==> src/rtl/fifo_pkt_reader_if.sv <==
// Bundle of the FIFO-side read port and the downstream valid/ready stream
// used by fifo_pkt_reader. The reader is the master; the FIFO/sink
// environment is the slave.
//
// Handshake rules:
//   - A FIFO read is issued in any cycle with fifo_rd_en=1. The FIFO presents
//     the word on fifo_dout after the following rising edge. fifo_rd_en is
//     never high while fifo_empty=1.
//   - A stream beat transfers on a rising edge where out_valid=1 and
//     out_ready=1. Once out_valid is high, out_data/out_last hold steady until
//     that transfer. out_valid never waits on out_ready.
interface fifo_pkt_reader_if #(
  parameter int DATA_WIDTH = 8
);
  logic                  fifo_rd_en;
  logic [DATA_WIDTH-1:0] fifo_dout;
  logic                  fifo_empty;
  logic [DATA_WIDTH-1:0] out_data;
  logic                  out_valid;
  logic                  out_last;
  logic                  out_ready;

  modport master (
    output fifo_rd_en,
    input  fifo_dout,
    input  fifo_empty,
    output out_data,
    output out_valid,
    output out_last,
    input  out_ready
  );

  modport slave (
    input  fifo_rd_en,
    output fifo_dout,
    output fifo_empty,
    input  out_data,
    input  out_valid,
    input  out_last,
    output out_ready
  );
endinterface

==> src/rtl/fifo_pkt_reader.sv <==
// Packet reader: pulls a stream of [length header, payload words...] out of a
// synchronous FIFO, strips the headers and presents the payload as a
// valid/ready stream with an end-of-packet marker. A two-entry output buffer
// decouples FIFO read latency from downstream back-pressure.
module fifo_pkt_reader #(
  parameter int DATA_WIDTH = 8,
  parameter int CNT_WIDTH  = 16
) (
  input  logic                 clk,
  input  logic                 rst,          // asynchronous, active low
  fifo_pkt_reader_if.master    bus,
  output logic                 busy,
  output logic [CNT_WIDTH-1:0] pkt_count,
  output logic                 err_zero_len,
  output logic                 dbg_state     // classifier state: 0=HDR, 1=PAY
);

  typedef enum logic {
    S_HDR = 1'b0,
    S_PAY = 1'b1
  } state_t;

  // Classifier state
  state_t                state_q, state_d;
  logic [DATA_WIDTH-1:0] remaining_q, remaining_d;
  logic                  zero_hit;
  logic                  busy_q, busy_d;
  logic                  err_q;

  // Read issue tracking
  logic                  run_q;        // low until the first edge after reset
  logic                  inflight_q;   // a read was issued last cycle
  logic                  rd_en;

  // Two-entry output buffer
  logic [DATA_WIDTH-1:0] buf_data_q [2];
  logic [1:0]            buf_last_q;
  logic                  rd_ptr_q;
  logic                  wr_ptr_q;
  logic [1:0]            count_q, count_d;
  logic                  push, pop, push_last;
  logic [1:0]            occ_after_pop;
  logic [2:0]            demand;

  logic [CNT_WIDTH-1:0]  pkt_cnt_q;

  // Buffer handshake terms
  always_comb begin
    pop           = (count_q != 2'd0) && bus.out_ready;
    push          = inflight_q && (state_q == S_PAY);
    push_last     = (remaining_q == DATA_WIDTH'(1));
    occ_after_pop = count_q - {1'b0, pop};
    count_d       = count_q + {1'b0, push} - {1'b0, pop};
  end

  // Read issue: a beat leaving this cycle frees its slot, which is what lets
  // the reader keep one read in flight per cycle under sustained flow.
  always_comb begin
    demand = {1'b0, occ_after_pop} + {2'b00, inflight_q};
    rd_en  = run_q && !bus.fifo_empty && (demand < 3'd2);
  end

  // Classifier next state for the word returning this cycle
  always_comb begin
    state_d     = state_q;
    remaining_d = remaining_q;
    zero_hit    = 1'b0;
    if (inflight_q) begin
      case (state_q)
        S_HDR: begin
          if (bus.fifo_dout == '0) begin
            zero_hit = 1'b1;
          end else begin
            remaining_d = bus.fifo_dout;
            state_d     = S_PAY;
          end
        end
        S_PAY: begin
          remaining_d = remaining_q - DATA_WIDTH'(1);
          if (remaining_q == DATA_WIDTH'(1)) begin
            state_d = S_HDR;
          end
        end
        default: state_d = S_HDR;
      endcase
    end
    // In a packet until the last beat has left the buffer
    busy_d = (state_d == S_PAY) || (count_d != 2'd0);
  end

  // Classifier FSM with registered status outputs
  always_ff @(posedge clk or negedge rst) begin
    if (!rst) begin
      state_q     <= S_HDR;
      remaining_q <= '0;
      busy_q      <= 1'b0;
      err_q       <= 1'b0;
    end else begin
      state_q     <= state_d;
      remaining_q <= remaining_d;
      busy_q      <= busy_d;
      err_q       <= zero_hit;
    end
  end

  // Read issue bookkeeping; a read issued just before reset is forgotten
  always_ff @(posedge clk or negedge rst) begin
    if (!rst) begin
      run_q      <= 1'b0;
      inflight_q <= 1'b0;
    end else begin
      run_q      <= 1'b1;
      inflight_q <= rd_en;
    end
  end

  // Output buffer: circular two-entry storage with simultaneous push/pop
  always_ff @(posedge clk or negedge rst) begin
    if (!rst) begin
      buf_data_q[0] <= '0;
      buf_data_q[1] <= '0;
      buf_last_q    <= 2'b00;
      rd_ptr_q      <= 1'b0;
      wr_ptr_q      <= 1'b0;
      count_q       <= 2'd0;
    end else begin
      if (push) begin
        buf_data_q[wr_ptr_q] <= bus.fifo_dout;
        buf_last_q[wr_ptr_q] <= push_last;
        wr_ptr_q             <= ~wr_ptr_q;
      end
      if (pop) begin
        rd_ptr_q <= ~rd_ptr_q;
      end
      count_q <= count_d;
    end
  end

  // Completed-packet counter, wrapping naturally at all-ones
  always_ff @(posedge clk or negedge rst) begin
    if (!rst) begin
      pkt_cnt_q <= '0;
    end else if (pop && buf_last_q[rd_ptr_q]) begin
      pkt_cnt_q <= pkt_cnt_q + CNT_WIDTH'(1);
    end
  end

  assign bus.fifo_rd_en = rd_en;
  assign bus.out_valid  = (count_q != 2'd0);
  assign bus.out_data   = buf_data_q[rd_ptr_q];
  assign bus.out_last   = (count_q != 2'd0) && buf_last_q[rd_ptr_q];
  assign busy           = busy_q;
  assign pkt_count      = pkt_cnt_q;
  assign err_zero_len   = err_q;
  assign dbg_state      = state_q;

endmodule

==> src/flat_wrapper.sv <==
// flat-port wrapper written by rule: the top's interface ports become plain ports
module fifo_pkt_reader_flat 
#(
  parameter int DATA_WIDTH = 8,
  parameter int CNT_WIDTH  = 16
)
  (clk, rst, busy, pkt_count, err_zero_len, dbg_state, bus_fifo_rd_en, bus_fifo_dout, bus_fifo_empty, bus_out_data, bus_out_valid, bus_out_last, bus_out_ready);
  fifo_pkt_reader_if #(.DATA_WIDTH(DATA_WIDTH)) bus_i ();
  input  logic clk;
  input  logic rst;
  output logic busy;
  output logic [CNT_WIDTH-1:0] pkt_count;
  output logic err_zero_len;
  output logic dbg_state;
  output wire logic [$bits(bus_i.fifo_rd_en)-1:0] bus_fifo_rd_en;
  input wire logic [$bits(bus_i.fifo_dout)-1:0] bus_fifo_dout;
  input wire logic [$bits(bus_i.fifo_empty)-1:0] bus_fifo_empty;
  output wire logic [$bits(bus_i.out_data)-1:0] bus_out_data;
  output wire logic [$bits(bus_i.out_valid)-1:0] bus_out_valid;
  output wire logic [$bits(bus_i.out_last)-1:0] bus_out_last;
  input wire logic [$bits(bus_i.out_ready)-1:0] bus_out_ready;
  assign bus_fifo_rd_en = bus_i.fifo_rd_en;
  assign bus_i.fifo_dout = bus_fifo_dout;
  assign bus_i.fifo_empty = bus_fifo_empty;
  assign bus_out_data = bus_i.out_data;
  assign bus_out_valid = bus_i.out_valid;
  assign bus_out_last = bus_i.out_last;
  assign bus_i.out_ready = bus_out_ready;
  fifo_pkt_reader #(.DATA_WIDTH(DATA_WIDTH), .CNT_WIDTH(CNT_WIDTH)) u_core (.clk(clk), .rst(rst), .bus(bus_i), .busy(busy), .pkt_count(pkt_count), .err_zero_len(err_zero_len), .dbg_state(dbg_state));
endmodule
==> config.mk <==
export PLATFORM = sky130hd
export DESIGN_NAME = fifo_pkt_reader_flat
export DESIGN_NICKNAME = d
export VERILOG_FILES = /design/src/rtl/fifo_pkt_reader_if.sv /design/src/rtl/fifo_pkt_reader.sv /design/src/flat_wrapper.sv
export SDC_FILE = /design/constraint.sdc
export NUM_CORES = 1
export LEC_CHECK = 0
export ABC_AREA = 1
export CELL_PAD_IN_SITES_DETAIL_PLACEMENT = 2
export CELL_PAD_IN_SITES_GLOBAL_PLACEMENT = 2
export CORE_MARGIN = 2
export CORE_UTILIZATION = 31
export DETAILED_ROUTE_END_ITERATION = 16
export PLACE_DENSITY_LB_ADDON = 0.1
export SLEW_MARGIN = 25
export SYNTH_ARGS = -nofsm -noshare
export SYNTH_HDL_FRONTEND = slang
export SYNTH_SLANG_ARGS = --single-unit
==> constraint.sdc <==
create_clock -name clk -period 1.4 [get_ports clk]
set_input_delay 0.42 -clock clk [delete_from_list [all_inputs] [get_ports clk]]
set_output_delay 0.42 -clock clk [all_outputs]
set_load 0.02 [all_outputs]
==> summary.md, run 1 <==
| Metric | Value |
|---|---|
| Failing checks | `negative setup slack` |
| Unrepaired setup endpoints after global routing | `yes` |
| Power Density | `1662 nW/µm²` |
| Drt wl/cell | `24.13 µm` |
| Initial antenna violation count | `0` |
| Drt total wl | `13,800 µm` |
| Unique masters post-synth | `32` |
| Antenna diodes | `0` |
| Hold WC Path Type | `primary input to async pin` |
| Clock skew | `0.01135 ns` |
| Slew Limit Fails | `0` |
| Worst-path clk slew | `0.11 ns` |
| Post-layout minimum cycle time | `1.907 ns` |
| Final Hold Viols | `0` |
| Synth Instances | `342` |
| Routed Antenna Nets | `0` |
| MaxCap Viol Count | `0` |
| Placer Congestion | `0.7688` |
| TNS Setup | `-8.764 ns` |
| DR iter-0 viols | `77` |
| CP Max Fanout | `3` |
| Post-synthesis sequential area ratio | `47.57%` |
| Worst setup SP type | `register` |
| Die area | `9414 µm²` |
| Number of port buffers | `41` |
| CTS tree | `built` |
| Die H | `97.03 µm` |
| Root buffer cell | `clkbuf_8` |
| Total clock sinks | `51` |
| Skew-Pair Late Insertion Delay | `0.33 ns` |
| Fmax | `524.4 MHz` |
| Cell row count | `33` |
| GRT overflow | `0` |
| Via count | `2,878` |
| Vias in the first global route | `3,319` |
| Post-DR vias/cell | `5.031` |
| Avg Inst Size Synth | `7.844 µm²` |
| CTS HTree Levels | `2` |
| # setup viols final | `37` |
| Worst EP required | `0.98 ns` |
| CP arrival | `1.49 ns` |
| Largest net degree at the start of global routing | `52` |
| Post-synthesis register bit count | `51` |
| Outcome | `finished, violations left` |
| Core ar. | `8299 µm²` |
| Synthesized cell area | `2683 µm²` |
| Maximum VDD drop | `0.001100 V` |
| Leakage | `2.242 nW` |
| Crit end category | `output pin` |
| CTS Buffer Depth | `2` |
| DIE WIDTH | `97.03 µm` |
| HPWL Detailed | `6407 µm` |
| DRC errors left | `0` |
| Worst Slack Setup Final | `-0.5068 ns` |
| CTS buffer count | `5` |
| Yosys warns | `0` |
| NumNets Final | `483` |
| Fraction of layout cells with a size suffix above 1 | `47.75%` |
| Global-route usage over all layers | `24.74%` |
| Initial Utilization | `32.32%` |
| Area growth from synthesis to layout | `65.86%` |
| Worst Setup Path Type | `register to output pin` |
| Finished Core Util | `53.61%` |
| First-pass GRT wire length | `18,370 µm` |
| I/O pin count | `42` |
| DRT Pass-1 Iters | `4` |
| Net Count, Synth | `358` |
| Period Utilization, post-route | `136.2%` |
-- kinds of logic after synthesis --
| kind of cell | share of synthesized area [%] |
|---|---|
| compound gates | 7.790 |
| xor+xnor | 3.591 |
| other cells | 0.1398 |
| buf+inv | 6.996 |
| simple gates | 32.04 |
| flops | 47.57 |
| fa+ha+maj | 1.866 |
-- per-stage QoR --
stage | cell area [µm²] | setup WS (ns) | hold WS [ns] | instances | power, mW
2_1_floorplan | 2705 | 0.03337 | 0.1244 | 342 | 3.546
3_3_place_gp | 3686 | -1.028 | 0.4421 | 542 | 4.739
3_5_place_dp | 3686 | -1.050 | 0.4439 | 542 | 4.904
4_1_cts | 4134 | -0.4701 | 0.1032 | 564 | 6.570
5_1_grt | 4449 | -0.5363 | 0.08883 | 572 | 7.779
6_report | 4449 | -0.5068 | 0.06662 | 572 | 7.394
-- routing by layer --
metal  track usage [%]  wire, µm
met1             30.54      5811
met2             45.35      7210
met3             3.974       414
met4             5.200       368
met5                 0         0
-- report_power, final --
part / leakage, nW / internal (mW) / switching [mW]
Combinational: 1.54 / 1.82 / 2.09
Clock: 0.0502 / 0.525 / 0.581
Sequential: 0.651 / 1.88 / 0.501
-- layout make-up --
cell class | count | area (µm²)
Timing Repair inverter | 1 | 7.507
Clock inverter | 2 | 37.54
Sequential cell | 51 | 1277
Inverter | 35 | 162.7
Tap cell | 105 | 131.4
Multi-Input combinational cell | 251 | 1649
Timing Repair Buffer | 122 | 1115
Fill cell | 867 | 3850
Clock buffer | 5 | 68.82
-- cells in the final DEF (no fill, tap or decap), drive strengths merged, types with 4 or more instances in the layout --
cell           Yosys  routed
nor2              37      38
xnor2              4       4
nand3             20      20
nand4              4       4
clkbuf             0       6
ha                 4       4
inv               34      32
dfrtp             51      51
nand2            130     130
clkdlybuf4s50      0       5
xor2               7       7
nand3b             4       4
o21ai             30      30
buf                6     111
-- state kept, by name, summed over array words and instances, names as in the netlist --
name                 flops
u_core.dbg_state         1
u_core.buf_last_q        2
u_core.count_q           2
u_core.wr_ptr_q          1
u_core.rd_ptr_q          1
u_core.pkt_count        16
u_core.err_zero_len      1
u_core.buf_data_q       16
u_core.inflight_q        1
u_core.run_q             1
u_core.busy              1
u_core.remaining_q       8
-- Yosys cell counts, drive strengths merged --
cell type | n | area, µm²
nand2 | 130 | 508.0
dfrtp | 51 | 1276
nor2 | 37 | 161.4
inv | 34 | 127.6
o21ai | 30 | 183.9
nand3 | 20 | 105.1
xor2 | 7 | 61.31
buf | 6 | 56.30
ha | 4 | 50.05
nand3b | 4 | 30.03
nand4 | 4 | 25.02
xnor2 | 4 | 35.03
a21oi | 2 | 10.01
nor3 | 2 | 10.01
a21boi | 1 | 7.510
clkinv | 1 | 3.750
conb | 1 | 3.750
nor3b | 1 | 7.510
nor4 | 1 | 6.260
o21a | 1 | 7.510
or2 | 1 | 6.260
-- critical path, cell delays in order, from the launching register on --
cell     delay (ns)
dfrtp_1        0.46
buf_6          0.15
nand2_4        0.08
a21oi_2        0.08
nor4_4         0.19
buf_4          0.20
-- timing repair --
| item | in CTS | in global routing |
|---|---|---|
| endpoints found under the hold margin | 0 | 0 |
| setup buffers | 15 | 11 |
| hold buffers | 0 | 0 |
| pin swaps | 23 | 33 |
| endpoints found under the setup margin | 56 | 56 |
| cloned | 1 | 1 |
| gates resized for setup | 193 | 107 |
-- final timing paths --
path,startpoint,endpoint,slack [ns],cells past startpoint
min reg2reg,u_core.pkt_count[1]$_DFFE_PN0P_,u_core.pkt_count[1]$_DFFE_PN0P_,0.53,2
min in group clk,u_core.pkt_count[1]$_DFFE_PN0P_,u_core.pkt_count[1]$_DFFE_PN0P_,0.53,2
min,rst,u_core.buf_data_q[2]$_DFFE_PN0P_,0.07,2
max,u_core.count_q[0]$_DFF_PN0_,bus_fifo_rd_en,-0.51,5
max reg2reg,u_core.count_q[0]$_DFF_PN0_,u_core.pkt_count[11]$_DFFE_PN0P_,-0.34,11
max in group asynchronous,rst,u_core.rd_ptr_q$_DFFE_PN0P_,1.05,2
Power figures use the tool's default switching activity.
==> run 2: changes to the inputs <==
- CAP_MARGIN: not set -> 20
- CORE_UTILIZATION: 31 -> 33
- clock period: 1.4 -> 2.5 ns (I/O delays scaled with it)
==> summary.md, run 2 (synthesized netlist as in run 1, its figures left out) <==
| Metric | Value |
|---|---|
| Slew Limit Fails | `0 (unchanged)` |
| Worst Slack Setup Final | `0.1025 ns (+0.6093 ns)` |
| Cell row count | `32 (-3.0%)` |
| Via count | `2,387 (-17%)` |
| Post-DR vias/cell | `4.832 (-4.0%)` |
| Worst hold slack | `0.4222 ns (+0.3556 ns)` |
| Leakage | `1.656 nW (-26%)` |
| DRT Pass-1 Iters | `4 (unchanged)` |
| Post-layout minimum cycle time | `2.397 ns` |
| Commonest non-fill, non-tap cells in the layout | `nand2_1, dfrtp_1, clkdlybuf4s50_1, inv_1, nor2_1` |
| Routed Antenna Nets | `0 (unchanged)` |
| Fill cell count | `933 (+7.6%)` |
| CTS HTree Levels | `2 (unchanged)` |
| MaxCap Viol Count | `0 (unchanged)` |
| Max stage delay cell, worst path | `clkdlybuf4s50_1` |
| Initial antenna violation count | `0 (unchanged)` |
| Pre-CTS setup slack | `-0.6579 ns (+0.3918 ns)` |
| Skew-Pair Late Insertion Delay | `0.30 ns (-0.03 ns)` |
| Commonest non-fill, non-tap cell in the layout | `nand2_1` |
| CTS tree | `built` |
| Core ar. | `7807 µm² (-5.9%)` |
| Antenna diodes | `0 (unchanged)` |
| Fraction of layout cells with a size suffix above 1 | `10.46% (-37 points)` |
| Maximum VDD drop | `0.0003289 V (-70%)` |
| Outcome | `finished, final reports clean` |
| GRT overflow | `0 (unchanged)` |
| Final Hold Viols | `0 (unchanged)` |
| Fin cells | `494 (-14%)` |
| I/O pin count | `42 (unchanged)` |
| Crit-path cells | `inv_2 -> nand2_1 -> nand2_1 -> clkdlybuf4s50_1` |
| Global-route usage over all layers | `19.01% (-5.7 points)` |
| DIE WIDTH | `94.16 µm (-3.0%)` |
| Die area | `8866 µm² (-5.8%)` |
| Hold WC Path Type | `primary input to async pin` |
| Fmax | `417.1 MHz` |
| Initial Utilization | `34.36% (+2.0 points)` |
| Drt total wl | `7652 µm (-45%)` |
| Crit end category | `output pin` |
| CTS Buffer Depth | `2 (unchanged)` |
| # setup viols final | `0 (-100%)` |
| NumNets Final | `407 (-16%)` |
| CP arrival | `1.65 ns (+0.16 ns)` |
| Period Utilization, post-route | `95.90%` |
| Worst-path clk slew | `0.10 ns (about the same)` |
| Post-CTS Hold Fix Bufs | `0 (unchanged)` |
| Worst Setup Path Type | `register to output pin` |
| Root buffer cell | `clkbuf_8` |
| Vias in the first global route | `2,631 (-21%)` |
| Area growth from synthesis to layout | `24.63%` |
| HPWL Detailed | `5775 µm (-9.9%)` |
| Worst path max stage delay | `0.59 ns (+0.13 ns)` |
| Unrepaired setup endpoints after global routing | `no` |
| Placer Congestion | `0.7182 (-6.6%)` |
| DRC errors left | `0 (unchanged)` |
| Clock skew | `0.005997 ns (-0.005350 ns)` |
| Power Density | `912.1 nW/µm² (-45%)` |
| Worst EP required | `1.75 ns (+0.77 ns)` |
| DR iter-0 viols | `33 (-57%)` |
| Drt wl/cell | `15.49 µm (-36%)` |
| First-pass GRT wire length | `13,120 µm (-29%)` |
| Die H | `94.16 µm (-3.0%)` |
| # placed instances | `486 (-10%)` |
| Worst setup SP type | `register` |
| Total clock sinks | `51 (unchanged)` |
| Largest net degree at the start of global routing | `31 (-40%)` |
| Finished Core Util | `42.82% (-11 points)` |
| TNS Setup | `0 ns (+8.764 ns)` |
| CP Max Fanout | `8 (+5)` |
| Most used cell, CP | `nand2_1` |
| CTS buffer count | `5 (unchanged)` |
| Number of port buffers | `41 (unchanged)` |
## run 2: cell types whose count changed in the layout (fill, tap and decap cells not counted), moves of 4 or more
cell	delta
nand2_4	-14
inv_1	+5
nor2_1	+13
o21ai_0	+4
buf_6	-32
clkdlybuf4s50_1	+28
buf_2	-16
buf_12	-7
nand2_2	-28
buf_4	-46
nand2_1	+43
nor2_4	-11
## run 2: final cells by class
cell class                      instances  area, µm²  area share, %
Timing Repair Buffer                   48      460.4          13.77
Clock buffer                            6      82.58          2.470
Sequential cell                        51       1277          38.21
Multi-Input combinational cell        250       1229          36.75
Inverter                               35      131.4          3.930
Clock inverter                          2      35.03          1.048
Tap cell                              102      127.6          3.817
## run 2: critical path, delay by kind of cell (launching register included)
family / cells / cell delay [ns]
buffers and inverters: 2 / 0.75
flip-flops: 1 / 0.46
AND/OR/NAND/NOR: 2 / 0.13
## run 2: per-layer routing
layer	up-vias	part of all wire, %	track usage (%)
met5	-	0	0
li1	1161	-	-
met1	1192	48	25.47
met2	30	48	31.37
met4	0	1.1	5.797
met3	4	2.2	3.291
## run 2: worst paths after layout
path	to	slack, ns	from	cells past startpoint
min	u_core.buf_data_q[8]$_DFFE_PN0P_	0.42	rst	2
max	bus_out_data[7]	0.10	u_core.rd_ptr_q$_DFFE_PN0P_	4
min reg2reg	u_core.buf_data_q[9]$_DFFE_PN0P_	0.49	u_core.buf_data_q[9]$_DFFE_PN0P_	2
min in group clk	u_core.buf_data_q[9]$_DFFE_PN0P_	0.49	u_core.buf_data_q[9]$_DFFE_PN0P_	2
max reg2reg	u_core.pkt_count[14]$_DFFE_PN0P_	1.02	u_core.pkt_count[6]$_DFFE_PN0P_	7
max in group asynchronous	u_core.rd_ptr_q$_DFFE_PN0P_	1.72	rst	2
## run 2: report_power, final
group / internal [mW] / leakage [nW] / total (mW) / switching (mW)
clock network: 0.324 / 0.0612 / 0.606 / 0.282
registers: 1.06 / 0.651 / 1.24 / 0.182
logic: 0.500 / 0.944 / 1.21 / 0.705
## run 2: what timing repair did
| item | CTS | global route |
|---|---|---|
| resized for setup | 11 | 5 |
| setup buffers | 0 | 0 |
| pin swaps | 1 | 0 |
| setup endpoints to repair | 10 | 8 |
## run 2: stage by stage
stage               cell area [µm²]  total power [mW]
global placement               3212             2.421
global route                   3343             3.287
detailed placement             3212             2.486
floorplan                      2683             1.977
CTS                            3332             3.105
finish                         3343             3.049
